==> config.mk <==
export PLATFORM = sky130hd
export DESIGN_NAME = pool_stream_engine
export DESIGN_NICKNAME = d
export VERILOG_FILES = /design/src/rtl/cnn_pkg.sv /design/src/rtl/pool_row_buffer.sv /design/src/rtl/pool_stream_engine.sv
export SDC_FILE = /design/constraint.sdc
export NUM_CORES = 1
export LEC_CHECK = 0
export ABC_AREA = 1
export CORE_MARGIN = 5
export CORE_UTILIZATION = 55
export CTS_CLUSTER_SIZE = 28
export DETAILED_ROUTE_END_ITERATION = 7
export PLACE_DENSITY = 0.75
export RECOVER_POWER = 50
export SYNTH_ARGS = -nofsm -noshare
export SYNTH_HDL_FRONTEND = slang
export SYNTH_HIERARCHICAL = 1
export SYNTH_SLANG_ARGS = --single-unit
==> constraint.sdc <==
create_clock -name clk -period 3.6 [get_ports clk]
set_clock_uncertainty 0.15 [all_clocks]
set_input_delay 0.54 -clock clk [delete_from_list [all_inputs] [get_ports clk]]
set_output_delay 0.54 -clock clk [all_outputs]
set_load 0.02 [all_outputs]
==> src/rtl/cnn_pkg.sv <==
// Shared types and the pooling combine operator for the CNN datapath.
// combine() works on a wide signed accumulator so callers pick the bits they need.
package cnn_pkg;

  localparam int PIX_W = 16;
  localparam int ACC_W = 40;

  typedef enum logic {POOL_AVG = 1'b0, POOL_MAX = 1'b1} pool_mode_e;
  typedef enum logic [1:0] {IDLE = 2'd0, RUN = 2'd1, FIN = 2'd2} pool_state_e;

  typedef logic signed [ACC_W-1:0] acc_t;

  function automatic acc_t combine(pool_mode_e mode, acc_t a, acc_t b);
    acc_t r;
    if (mode == POOL_MAX) r = (a > b) ? a : b;
    else                  r = a + b;
    return r;
  endfunction

endpackage

==> src/rtl/pool_row_buffer.sv <==
// Half-row store for the pooling engine: one write port, combinational read.
module pool_row_buffer #(
  parameter int DEPTH = 16,
  parameter int WIDTH = 17,
  parameter int AW    = (DEPTH > 1) ? $clog2(DEPTH) : 1
) (
  input  logic             clk,
  input  logic             rst_n,
  input  logic             wr_en,
  input  logic [AW-1:0]    wr_addr,
  input  logic [WIDTH-1:0] wr_data,
  input  logic [AW-1:0]    rd_addr,
  output logic [WIDTH-1:0] rd_data
);

  logic [WIDTH-1:0] mem_q [DEPTH];
  logic [WIDTH-1:0] mem_d [DEPTH];

  always_comb begin
    mem_d = mem_q;
    if (wr_en) mem_d[wr_addr] = wr_data;
  end

  always_ff @(posedge clk or negedge rst_n) begin
    if (!rst_n) begin
      for (int i = 0; i < DEPTH; i++) mem_q[i] <= '0;
    end else begin
      mem_q <= mem_d;
    end
  end

  assign rd_data = mem_q[rd_addr];

endmodule

==> src/rtl/pool_stream_engine.sv <==
// Streaming 2x2 / stride-2 average or max pooling over M square maps of edge N.
//
//   state | meaning
//   IDLE  | waiting for start
//   RUN   | consuming pixels, emitting pooled results
//   FIN   | one-cycle done pulse, then back to IDLE
module pool_stream_engine
  import cnn_pkg::*;
#(
  parameter int DATA_W   = PIX_W,
  parameter int MAX_MAP  = 32,
  parameter int MAX_MAPS = 128,
  parameter int SZ_W     = $clog2(MAX_MAP + 1),
  parameter int NM_W     = $clog2(MAX_MAPS + 1)
) (
  input  logic              clk,
  input  logic              rst_n,
  input  logic              start,
  input  logic              cfg_mode,
  input  logic [SZ_W-1:0]   cfg_map_size,
  input  logic [NM_W-1:0]   cfg_num_maps,
  output logic              busy,
  output logic              done,
  input  logic              in_valid,
  output logic              in_ready,
  input  logic [DATA_W-1:0] in_data,
  output logic              out_valid,
  input  logic              out_ready,
  output logic [DATA_W-1:0] out_data,
  output logic              out_last
);

  localparam int BUF_D  = MAX_MAP / 2;
  localparam int BUF_AW = (BUF_D > 1) ? $clog2(BUF_D) : 1;
  localparam int BUF_W  = DATA_W + 1;

  pool_state_e       state_q, state_d;
  pool_mode_e        mode_q, mode_d;
  logic [SZ_W-1:0]   size_q, size_d;
  logic [NM_W-1:0]   nmaps_q, nmaps_d;
  logic [SZ_W-1:0]   col_q, col_d;
  logic [SZ_W-1:0]   row_q, row_d;
  logic [NM_W-1:0]   map_q, map_d;
  logic [DATA_W-1:0] pair_q, pair_d;
  logic              out_valid_q, out_valid_d;
  logic [DATA_W-1:0] out_data_q, out_data_d;
  logic              out_last_q, out_last_d;
  logic              in_done_q, in_done_d;

  logic              in_fire, out_fire;
  logic              col_end, row_end, map_end, last_pix, win_done;
  logic [SZ_W-1:0]   even_last;
  logic              rb_wr_en;
  logic [BUF_AW-1:0] rb_addr;
  logic [BUF_W-1:0]  rb_wr_data, rb_rd_data;
  acc_t              pix_x, pair_x, rb_x, pair_comb, win_comb;
  logic [DATA_W-1:0] win_res;
  logic              unused_bits;

  assign in_ready = (state_q == RUN) & !(out_valid_q & !out_ready);
  assign in_fire  = in_valid & in_ready;
  assign out_fire = out_valid_q & out_ready;

  assign col_end   = (col_q == size_q - SZ_W'(1));
  assign row_end   = (row_q == size_q - SZ_W'(1));
  assign map_end   = (map_q == nmaps_q - NM_W'(1));
  assign last_pix  = col_end & row_end & map_end;
  assign win_done  = row_q[0] & col_q[0];
  assign even_last = {size_q[SZ_W-1:1], 1'b0} - SZ_W'(1);

  assign pix_x  = {{(ACC_W-DATA_W){in_data[DATA_W-1]}}, in_data};
  assign pair_x = {{(ACC_W-DATA_W){pair_q[DATA_W-1]}}, pair_q};
  assign rb_x   = {{(ACC_W-BUF_W){rb_rd_data[BUF_W-1]}}, rb_rd_data};

  assign pair_comb = combine(mode_q, pair_x, pix_x);
  assign win_comb  = combine(mode_q, rb_x, pair_comb);
  // Dropping the two LSBs of the 4-pixel sum is a floor divide by 4.
  assign win_res   = (mode_q == POOL_AVG) ? win_comb[DATA_W+1:2] : win_comb[DATA_W-1:0];

  assign rb_wr_en   = in_fire & !row_q[0] & col_q[0];
  assign rb_wr_data = pair_comb[BUF_W-1:0];
  assign rb_addr    = col_q[BUF_AW:1];

  assign unused_bits = ^{pair_comb[ACC_W-1:BUF_W], win_comb[ACC_W-1:DATA_W+2]};

  pool_row_buffer #(
    .DEPTH (BUF_D),
    .WIDTH (BUF_W),
    .AW    (BUF_AW)
  ) u_row_buf (
    .clk     (clk),
    .rst_n   (rst_n),
    .wr_en   (rb_wr_en),
    .wr_addr (rb_addr),
    .wr_data (rb_wr_data),
    .rd_addr (rb_addr),
    .rd_data (rb_rd_data)
  );

  always_comb begin
    state_d     = state_q;
    mode_d      = mode_q;
    size_d      = size_q;
    nmaps_d     = nmaps_q;
    col_d       = col_q;
    row_d       = row_q;
    map_d       = map_q;
    pair_d      = pair_q;
    out_valid_d = out_valid_q & !out_ready;
    out_data_d  = out_data_q;
    out_last_d  = out_last_q;
    in_done_d   = in_done_q;

    case (state_q)
      IDLE: begin
        if (start) begin
          mode_d    = pool_mode_e'(cfg_mode);
          size_d    = cfg_map_size;
          nmaps_d   = cfg_num_maps;
          col_d     = '0;
          row_d     = '0;
          map_d     = '0;
          in_done_d = 1'b0;
          state_d   = (cfg_map_size < SZ_W'(2) || cfg_num_maps == '0) ? FIN : RUN;
        end
      end
      RUN: begin
        if (in_fire) begin
          if (!col_q[0]) pair_d = in_data;
          if (win_done) begin
            out_valid_d = 1'b1;
            out_data_d  = win_res;
            out_last_d  = (row_q == even_last) && (col_q == even_last);
          end
          if (col_end) begin
            col_d = '0;
            if (row_end) begin
              row_d = '0;
              map_d = map_q + NM_W'(1);
            end else begin
              row_d = row_q + SZ_W'(1);
            end
          end else begin
            col_d = col_q + SZ_W'(1);
          end
          // Odd N: the final pixel closes no window, so finish right away.
          if (last_pix) begin
            if (win_done) in_done_d = 1'b1;
            else          state_d   = FIN;
          end
        end
        if (in_done_q && out_fire) state_d = FIN;
      end
      FIN:     state_d = IDLE;
      default: state_d = IDLE;
    endcase
  end

  always_ff @(posedge clk or negedge rst_n) begin
    if (!rst_n) begin
      state_q     <= IDLE;
      mode_q      <= POOL_AVG;
      size_q      <= '0;
      nmaps_q     <= '0;
      col_q       <= '0;
      row_q       <= '0;
      map_q       <= '0;
      pair_q      <= '0;
      out_valid_q <= 1'b0;
      out_data_q  <= '0;
      out_last_q  <= 1'b0;
      in_done_q   <= 1'b0;
    end else begin
      state_q     <= state_d;
      mode_q      <= mode_d;
      size_q      <= size_d;
      nmaps_q     <= nmaps_d;
      col_q       <= col_d;
      row_q       <= row_d;
      map_q       <= map_d;
      pair_q      <= pair_d;
      out_valid_q <= out_valid_d;
      out_data_q  <= out_data_d;
      out_last_q  <= out_last_d;
      in_done_q   <= in_done_d;
    end
  end

  assign busy      = (state_q != IDLE);
  assign done      = (state_q == FIN);
  assign out_valid = out_valid_q;
  assign out_data  = out_data_q;
  assign out_last  = out_last_q;

endmodule

==> results of run 1 <==
## registers in the layout (all words and copies together), names as in the netlist
signal           flops
u_row_buf/mem_q    272
out_data            16
pair_q              16
map_q                8
nmaps_q              8
col_q                6
row_q                6
size_q               6
state_q              2
in_done_q            1
mode_q               1
out_last             1
out_valid            1
## per-layer routing
layer | global-route usage, % | wire length (um) | vias up
li1 | - | - | 9366
met1 | 39.5 | 25500 | 9165
met2 | 48.4 | 28200 | 723
met3 | 5.67 | 4590 | 128
met4 | 9.32 | 1780 | 0
met5 | 0 | 0 | -
## cells by family (layout without fill, tap and decap cells)
family	Yosys count	count (layout)	share of synthesized area [%]
and+or+nand+nor	1324	1326	27.5
buffers and inverters	563	821	10.9
AOI/OAI and AO/OA	477	477	12.3
DFF	344	344	43.0
adders and majority gates	76	76	4.82
xor gates and xnor gates	34	34	1.49
muxes	1	1	0.0562
## cells in the final DEF (no fill, tap or decap), drive strengths merged
master	count
mux2	1
a21o	4
dlygate4sd2	12
buf	261
nand3b	3
nand2	844
o21bai	2
o211ai	3
a21boi	4
o21a	2
a21oi	83
dlygate4sd3	1
clkinv	15
o22ai	1
clkbuf	65
dfrtp	344
ha	74
clkdlybuf4s50	43
a2111oi	1
nand4	12
fa	2
nor3	24
inv	421
or2	7
xnor2	6
o2111ai	1
clkinvlp	1
o21ai	370
xor2	28
and2	2
bufinv	2
nor2	130
nor4	1
nand3	303
o31ai	6
## worst register-to-register path: stages (launching register included)
cell	delay [ns]
dfrtp_1	0.41
ha_4	0.24
nand2_4	0.08
buf_4	0.11
inv_1	0.04
nand2_1	0.07
nand2_2	0.09
a21oi_2	0.18
nand4_1	0.25
nand3_4	0.25
buf_12	0.13
nand2_1	0.05
nand3_1	0.11
nand2_2	0.10
ha_4	0.25
inv_2	0.07
nand4_1	0.14
nor4_2	0.32
a21boi_1	0.14
nand2_2	0.12
nand2_8	0.10
buf_6	0.16
a21oi_1	0.14
nand2_1	0.07
a21oi_1	0.13
## cell type report
type	count	area [sq um]
Timing Repair inverter	2	22.5
Timing Repair Buffer	324	2840
Clock inverter	15	160
Inverter	422	1620
Fill cell	2910	10500
Tap cell	461	577
Sequential cell	344	8610
Multi-Input combinational cell	1914	10200
Clock buffer	58	1180
## power groups by stage
stage | sequential (mW) | combinational [mW] | clock, mW
6_report | 5.00 | 19.1 | 4.13
5_1_grt | 5.07 | 20.9 | 4.38
4_1_cts | 4.99 | 17.6 | 4.20
3_5_place_dp | 5.04 | 16.3 | 0
2_1_floorplan | 5.03 | 9.76 | 0
3_3_place_gp | 5.01 | 16.0 | 0
## worst max path at each step
stage                          endpoint  cells past startpoint              startpoint  slack (ns)
2_1_floorplan  out_data[10]$_DFFE_PN0P_                     27             in_data[13]       -0.07
3_3_place_gp   out_data[13]$_DFFE_PN0P_                     28             in_data[13]       -1.13
3_5_place_dp    out_data[6]$_DFFE_PN0P_                     25             in_data[13]       -1.24
4_1_cts        out_data[14]$_DFFE_PN0P_                     27  pair_q[11]$_DFFE_PN0P_       -0.15
5_1_grt         out_data[5]$_DFFE_PN0P_                     24   pair_q[9]$_DFFE_PN0P_       -0.57
6_report        out_data[0]$_DFFE_PN0P_                     24  pair_q[11]$_DFFE_PN0P_       -0.35
## timing repair
item                                   CTS  global route
gates cloned                             3             2
hold buffers                             1             0
endpoints found under the hold margin   64             0
buffers inserted                         8            12
pin swaps                               39            53
setup endpoints to repair               16            16
resized for setup                      102            71
==> flow_summary_export.csv, run 1 <==
group,metric,value,unit
run_status,status,"finished, violations left",
run_status,violations,"max-capacitance violations, max-slew violations, negative setup slack",
detailed_routing,vias,19382,
floorplanning,start_util,56.0,%
clocking,htreeDepth,2,
clocking,insertion_delay,0.58,ns
power,leakage,12.2,nW
sta,rsz0062_at_grt,"true",
synth,synth_top_area_share,43.0,%
critical_path,crit_chain,"ha_4 -> nand2_4 -> buf_4 -> inv_1 -> nand2_1 -> nand2_2 -> a21oi_2 -> nand4_1 -> nand3_4 -> buf_12 -> nand2_1 -> nand3_1 -> nand2_2 -> ha_4 -> inv_2 -> nand4_1 -> nor4_2 -> a21boi_1 -> nand2_2 -> nand2_8 -> buf_6 -> a21oi_1 -> nand2_1 -> a21oi_1",
sta,slew_violations,70,
hold_path,holdCritStartpoint,"in_data[11]",
critical_path,cp_slowest_cell,"dfrtp_1",
placement,dpl.hpwl,39.8,mm
sta,finalSetupTns,-5.03,ns
final_layout,drive_gt1_share,17.4,%
power,power_density,1120,nW/um^2
sta,holdWs,0.264,ns
placement,port_buffers,56,
clocking,cts_num_sinks,344,
synth,seq_area_frac_synth,43.0,%
power,power_switching_share,46.9,%
synth,synth_nets,2931,
sta,fin_crit_sh,110,%
hold_path,holdCritPathClass,"input pin to flop",
critical_path,r2r_start,"pair_q[11]$_DFFE_PN0P_",
critical_path,crit_path_max_incr_delay,0.41,ns
synth,synth.area.top_cells,"dfrtp_1 43%, nand2_1 16%, o21ai_0 9.1%",
power,p_sw,13.2,mW
synth,ys_types,43,
synth,yosys_most_used_dff,"dfrtp_1",
critical_path,cp_top_family,"simple AND/OR/NAND/NOR gates",
power,comb_power_share,67.6,%
placement,gp_congestion,0.941,
floorplanning,fp.dieW,201,um
final_layout,final_area,25200,sq um
power,ir_drop,841,uV
synth,ys_seq_elements,344,
critical_path,crit_fanout,5,
power,power_frac_clock,14.6,%
critical_path,cp-end-kind,"flop",
power,intPower,15.0,mW
placement,dp.cells,3441,
critical_path,reg2regPathDepth,24,
critical_path,startpoint_type,"flop",
synth,synth_commonest_cells,"841 x nand2_1, 413 x inv_1, 365 x o21ai_0, 344 x dfrtp_1, 301 x nand3_1",
global_route,grt_pass1_vias,19103,
critical_path,crit_buf_inv,5,
synth,yosys_warnings,6,
placement,postPlaceCellArea,23100,sq um
critical_path,r2r_setup_slack,-0.35,ns
sta,finalSetupViolCount,16,
critical_path,critPathArrivalTime,4.29,ns
detailed_routing,wl_per_cell,17.0,um
power,p_seq_share,17.7,%
clocking,cts-root-buf,"clkbuf_16",
final_layout,area_delta_synth_final,25.9,%
final_layout,num_antenna_cells,0,
global_route,track_usage,29.4,%
sta,fmax,253,MHz
final_layout,nNetsFinal,3161,
clocking,cts_max_path_buffers,3,
synth,avgSynthCellArea,7.10,sq um
sta,hold_viol_final,0,
detailed_routing,drtAntennaViolNets,0,
detailed_routing,via_per_inst,5.48,
global_route,grt_max_degree,92,
synth,syn_inst,2819,
global_route,grt-ovfl-total,0,
final_layout,fin_util,70.5,%
floorplanning,die_h,201,um
sta,worstMarginPinSlew,1.71,ns
synth,synthArstFlopShare,100,%
detailed_routing,drc,0,
floorplanning,placementRows,69,
clocking,cts_tree,"done",
critical_path,crit_type,"flop to flop",
floorplanning,dieArea,40300,sq um
synth,synth_edf_count,0,
run,maxCapViolations,1,
global_route,antenna_found_initial,0,
detailed_routing,first_iter_violations,1676,
floorplanning,core,35700,sq um
synth,yosysTopAreaCell,"dfrtp_1",
critical_path,worstReg2RegEnd,"out_data[0]$_DFFE_PN0P_",
power,total_power,28.2,mW
detailed_routing,wl,60.0,mm
floorplanning,io_pins,57,
synth,synthesis.area,20000,sq um
final_layout,final_cells,3540,
hold_path,min_to,"pair_q[11]$_DFFE_PN0P_",
sta,slew_headroom,-13.9,%
clocking,cts_made_buffers,41,
clocking,clkSlewWorstSetupHoldPaths,0.06,ns
synth,yosysMostFrequentCell,"nand2_1",
hold_path,worstHoldPathCells,3,
sta,fin_crit,3.95,ns
detailed_routing,dr.pass1.iters,6,
placement,dpl_worst_slack,-1.24,ns
critical_path,cp_data_required_time,3.94,ns
global_route,grt_first_pass_wirelength,97.9,mm
sta,layout_setup_ws,-0.349,ns
(Power assumes the default switching activity.)
==> inputs of run 2 (changes only) <==
- DONT_BUFFER_PORTS: not set -> 1
- PLACE_DENSITY: 0.75 -> 0.7
- clock period: 3.6 -> 4.52 ns (I/O delays scaled with it)
==> run 2 against run 1 <==
The flow finishes with violations (negative hold slack). Flip-flop and latch count unchanged. Core utilization down 7.9 points. Critical path depth up 2. Die area unchanged. Design area down 11%. Combinational power down 42%. Sequential share of layout area up 4.3 points. Count of clock-buffer cells in the layout up 5. Via count down 6.4%. Critical endpoint is now out_data[11]$_DFFE_PN0P_. Highest routed layer unchanged.
==> flow_summary_export.csv, run 2 (synthesis results as in run 1) <==
group,metric,value,unit
power,leakage,11.0,nW
global_route,grt-ovfl-total,0,
critical_path,cp-end-kind,"flop",
global_route,antenna_found_initial,0,
run,maxCapViolations,0,
detailed_routing,drtAntennaViolNets,0,
final_layout,largest_register_ff_count,272,
critical_path,crit_end,"out_data[11]$_DFFE_PN0P_",
critical_path,cp_top_family,"simple AND/OR/NAND/NOR gates",
detailed_routing,first_iter_violations,1925,
final_layout,nFillCells,3288,
critical_path,cp_num_cells,26,
placement,gp_congestion,0.934,
detailed_routing,drc,0,
detailed_routing,vias,18143,
critical_path,worstReg2RegEnd,"out_data[11]$_DFFE_PN0P_",
final_layout,layout_common_cells,"838 x nand2_1, 413 x inv_1, 363 x o21ai_0, 342 x dfrtp_1, 300 x nand3_1",
power,total_power,18.6,mW
power,ir_drop,497,uV
floorplanning,die_h,201,um
critical_path,crit_path_frequent_cell,"nand2_1",
critical_path,critPathArrivalTime,4.50,ns
power,power_density,830,nW/um^2
critical_path,crit_fanout,8,
sta,holdWs,-0.320,ns
critical_path,crit_buf_inv,4,
sta,fin_crit,4.22,ns
detailed_routing,wl,57.1,mm
critical_path,cp_data_required_time,4.81,ns
run_status,violations,"negative hold slack",
run_status,status,"finished, violations left",
final_layout,largest_register,"u_row_buf/mem_q",
sta,slew_violations,0,
floorplanning,dieArea,40300,sq um
floorplanning,placementRows,69,
sta,hold_viol_final,344,
clocking,cts-root-buf,"clkbuf_16",
detailed_routing,dr.pass1.iters,6,
sta,fmax,237,MHz
clocking,htreeDepth,2,
floorplanning,io_pins,57,
global_route,grt_max_degree,345,
detailed_routing,via_per_inst,5.47,
critical_path,cp_slowest_cell,"dfrtp_1",
critical_path,crit_start,"pair_q[11]$_DFFE_PN0P_",
global_route,grt_pass1_vias,17164,
placement,dpl.hpwl,36.9,mm
clocking,cts_num_sinks,344,
critical_path,reg2regPathDepth,26,
clocking,clkSlewWorstSetupHoldPaths,0.06,ns
critical_path,startpoint_type,"flop",
critical_path,crit_type,"flop to flop",
detailed_routing,wl_per_cell,17.2,um
global_route,track_usage,27.8,%
final_layout,nNetsFinal,2939,
clocking,cts_made_buffers,40,
sta,slew_headroom,16.9,%
sta,finalSetupViolCount,0,
global_route,grt_first_pass_wirelength,91.9,mm
clocking,cts_max_path_buffers,3,
critical_path,r2r_start,"pair_q[11]$_DFFE_PN0P_",
placement,port_buffers,0,
sta,finalSetupTns,0,ns
floorplanning,core,35700,sq um
final_layout,num_antenna_cells,0,
clocking,insertion_delay,0.56,ns
clocking,cts_tree,"done",
final_layout,drive_gt1_share,7.63,%
critical_path,crit_path_max_incr_delay,0.41,ns
final_layout,layout_commonest_cell,"nand2_1",
final_layout,area_delta_synth_final,11.7,%
floorplanning,start_util,56.0,%
hold_path,holdCritPathClass,"input pin to asynchronous set/reset pin",
critical_path,r2r_setup_slack,0.30,ns
sta,worstMarginPinSlew,1.25,ns
floorplanning,fp.dieW,201,um
sta,fin_crit_sh,93.3,%
[run 2: repair_timing]
item	CTS	global route
gates resized for setup	0	22
setup endpoints to repair	0	16
endpoints found under the hold margin	344	344
setup buffers	0	1
[run 2: worst reg2reg max path: cells and delay by family (launching register included)]
kind                     cells  cell delay, ns
AO/OA/AOI/OAI                3            0.61
AND/OR/NAND/NOR             17            1.80
adder cells (fa/ha/maj)      2            0.61
buffers and inverters        4            0.51
flip-flops                   1            0.41
[run 2: layout make-up]
cell class	instances	area (sq um)	area share, %
multi-input combinational	1912	9300	41.6
sequential	344	8610	38.5
inverter	422	1590	7.10
clock buffer	63	1270	5.68
timing repair buffer	106	867	3.88
tap	461	577	2.58
clock inverter	10	140	0.627
timing repair inverter	1	6.26	0.0280
[run 2: worst min-delay path by stage]
stage	start	endpoint	cells past startpoint
finish	rst_n	u_row_buf/mem_q[175]$_DFFE_PN0P_	0
detailed placement	rst_n	u_row_buf/mem_q[56]$_DFFE_PN0P_	0
CTS	rst_n	u_row_buf/mem_q[56]$_DFFE_PN0P_	0
floorplan	rst_n	col_q[0]$_DFFE_PN0P_	0
global placement	rst_n	u_row_buf/mem_q[39]$_DFFE_PN0P_	0
global route	rst_n	out_last$_DFFE_PN0P_	0
[run 2: stage by stage]
| stage | cells | setup slack (ns) | utilization [%] | area (sq um) |
|---|---|---|---|---|
| final | 3319 | 0.304 | 62.6 | 22400 |
| after global routing | 3319 | -0.0232 | 62.6 | 22400 |
| after CTS | 3317 | 0.106 | 62.4 | 22300 |
| after detailed placement | 3244 | -0.163 | 58.4 | 20900 |
| after global placement | 3244 | -0.0858 | 58.4 | 20900 |
| after floorplan | 2819 | 0.422 | - | 20000 |
[run 2: per-layer routing]
layer | vias up | GRT usage [%] | part of all wire, %
li1 | 8873 | - | -
met1 | 8587 | 40.2 | 46
met2 | 596 | 44.3 | 46
met3 | 87 | 3.57 | 5.9
met4 | 0 | 7.89 | 2.5
met5 | - | 0 | 0
[run 2: report_power, final]
| group | switching (mW) | internal, mW | total, mW |
|---|---|---|---|
| clock network | 1.31 | 2.10 | 3.42 |
| registers | 0.469 | 3.59 | 4.06 |
| logic | 7.21 | 3.88 | 11.1 |
| total | 8.99 | 9.57 | 18.6 |
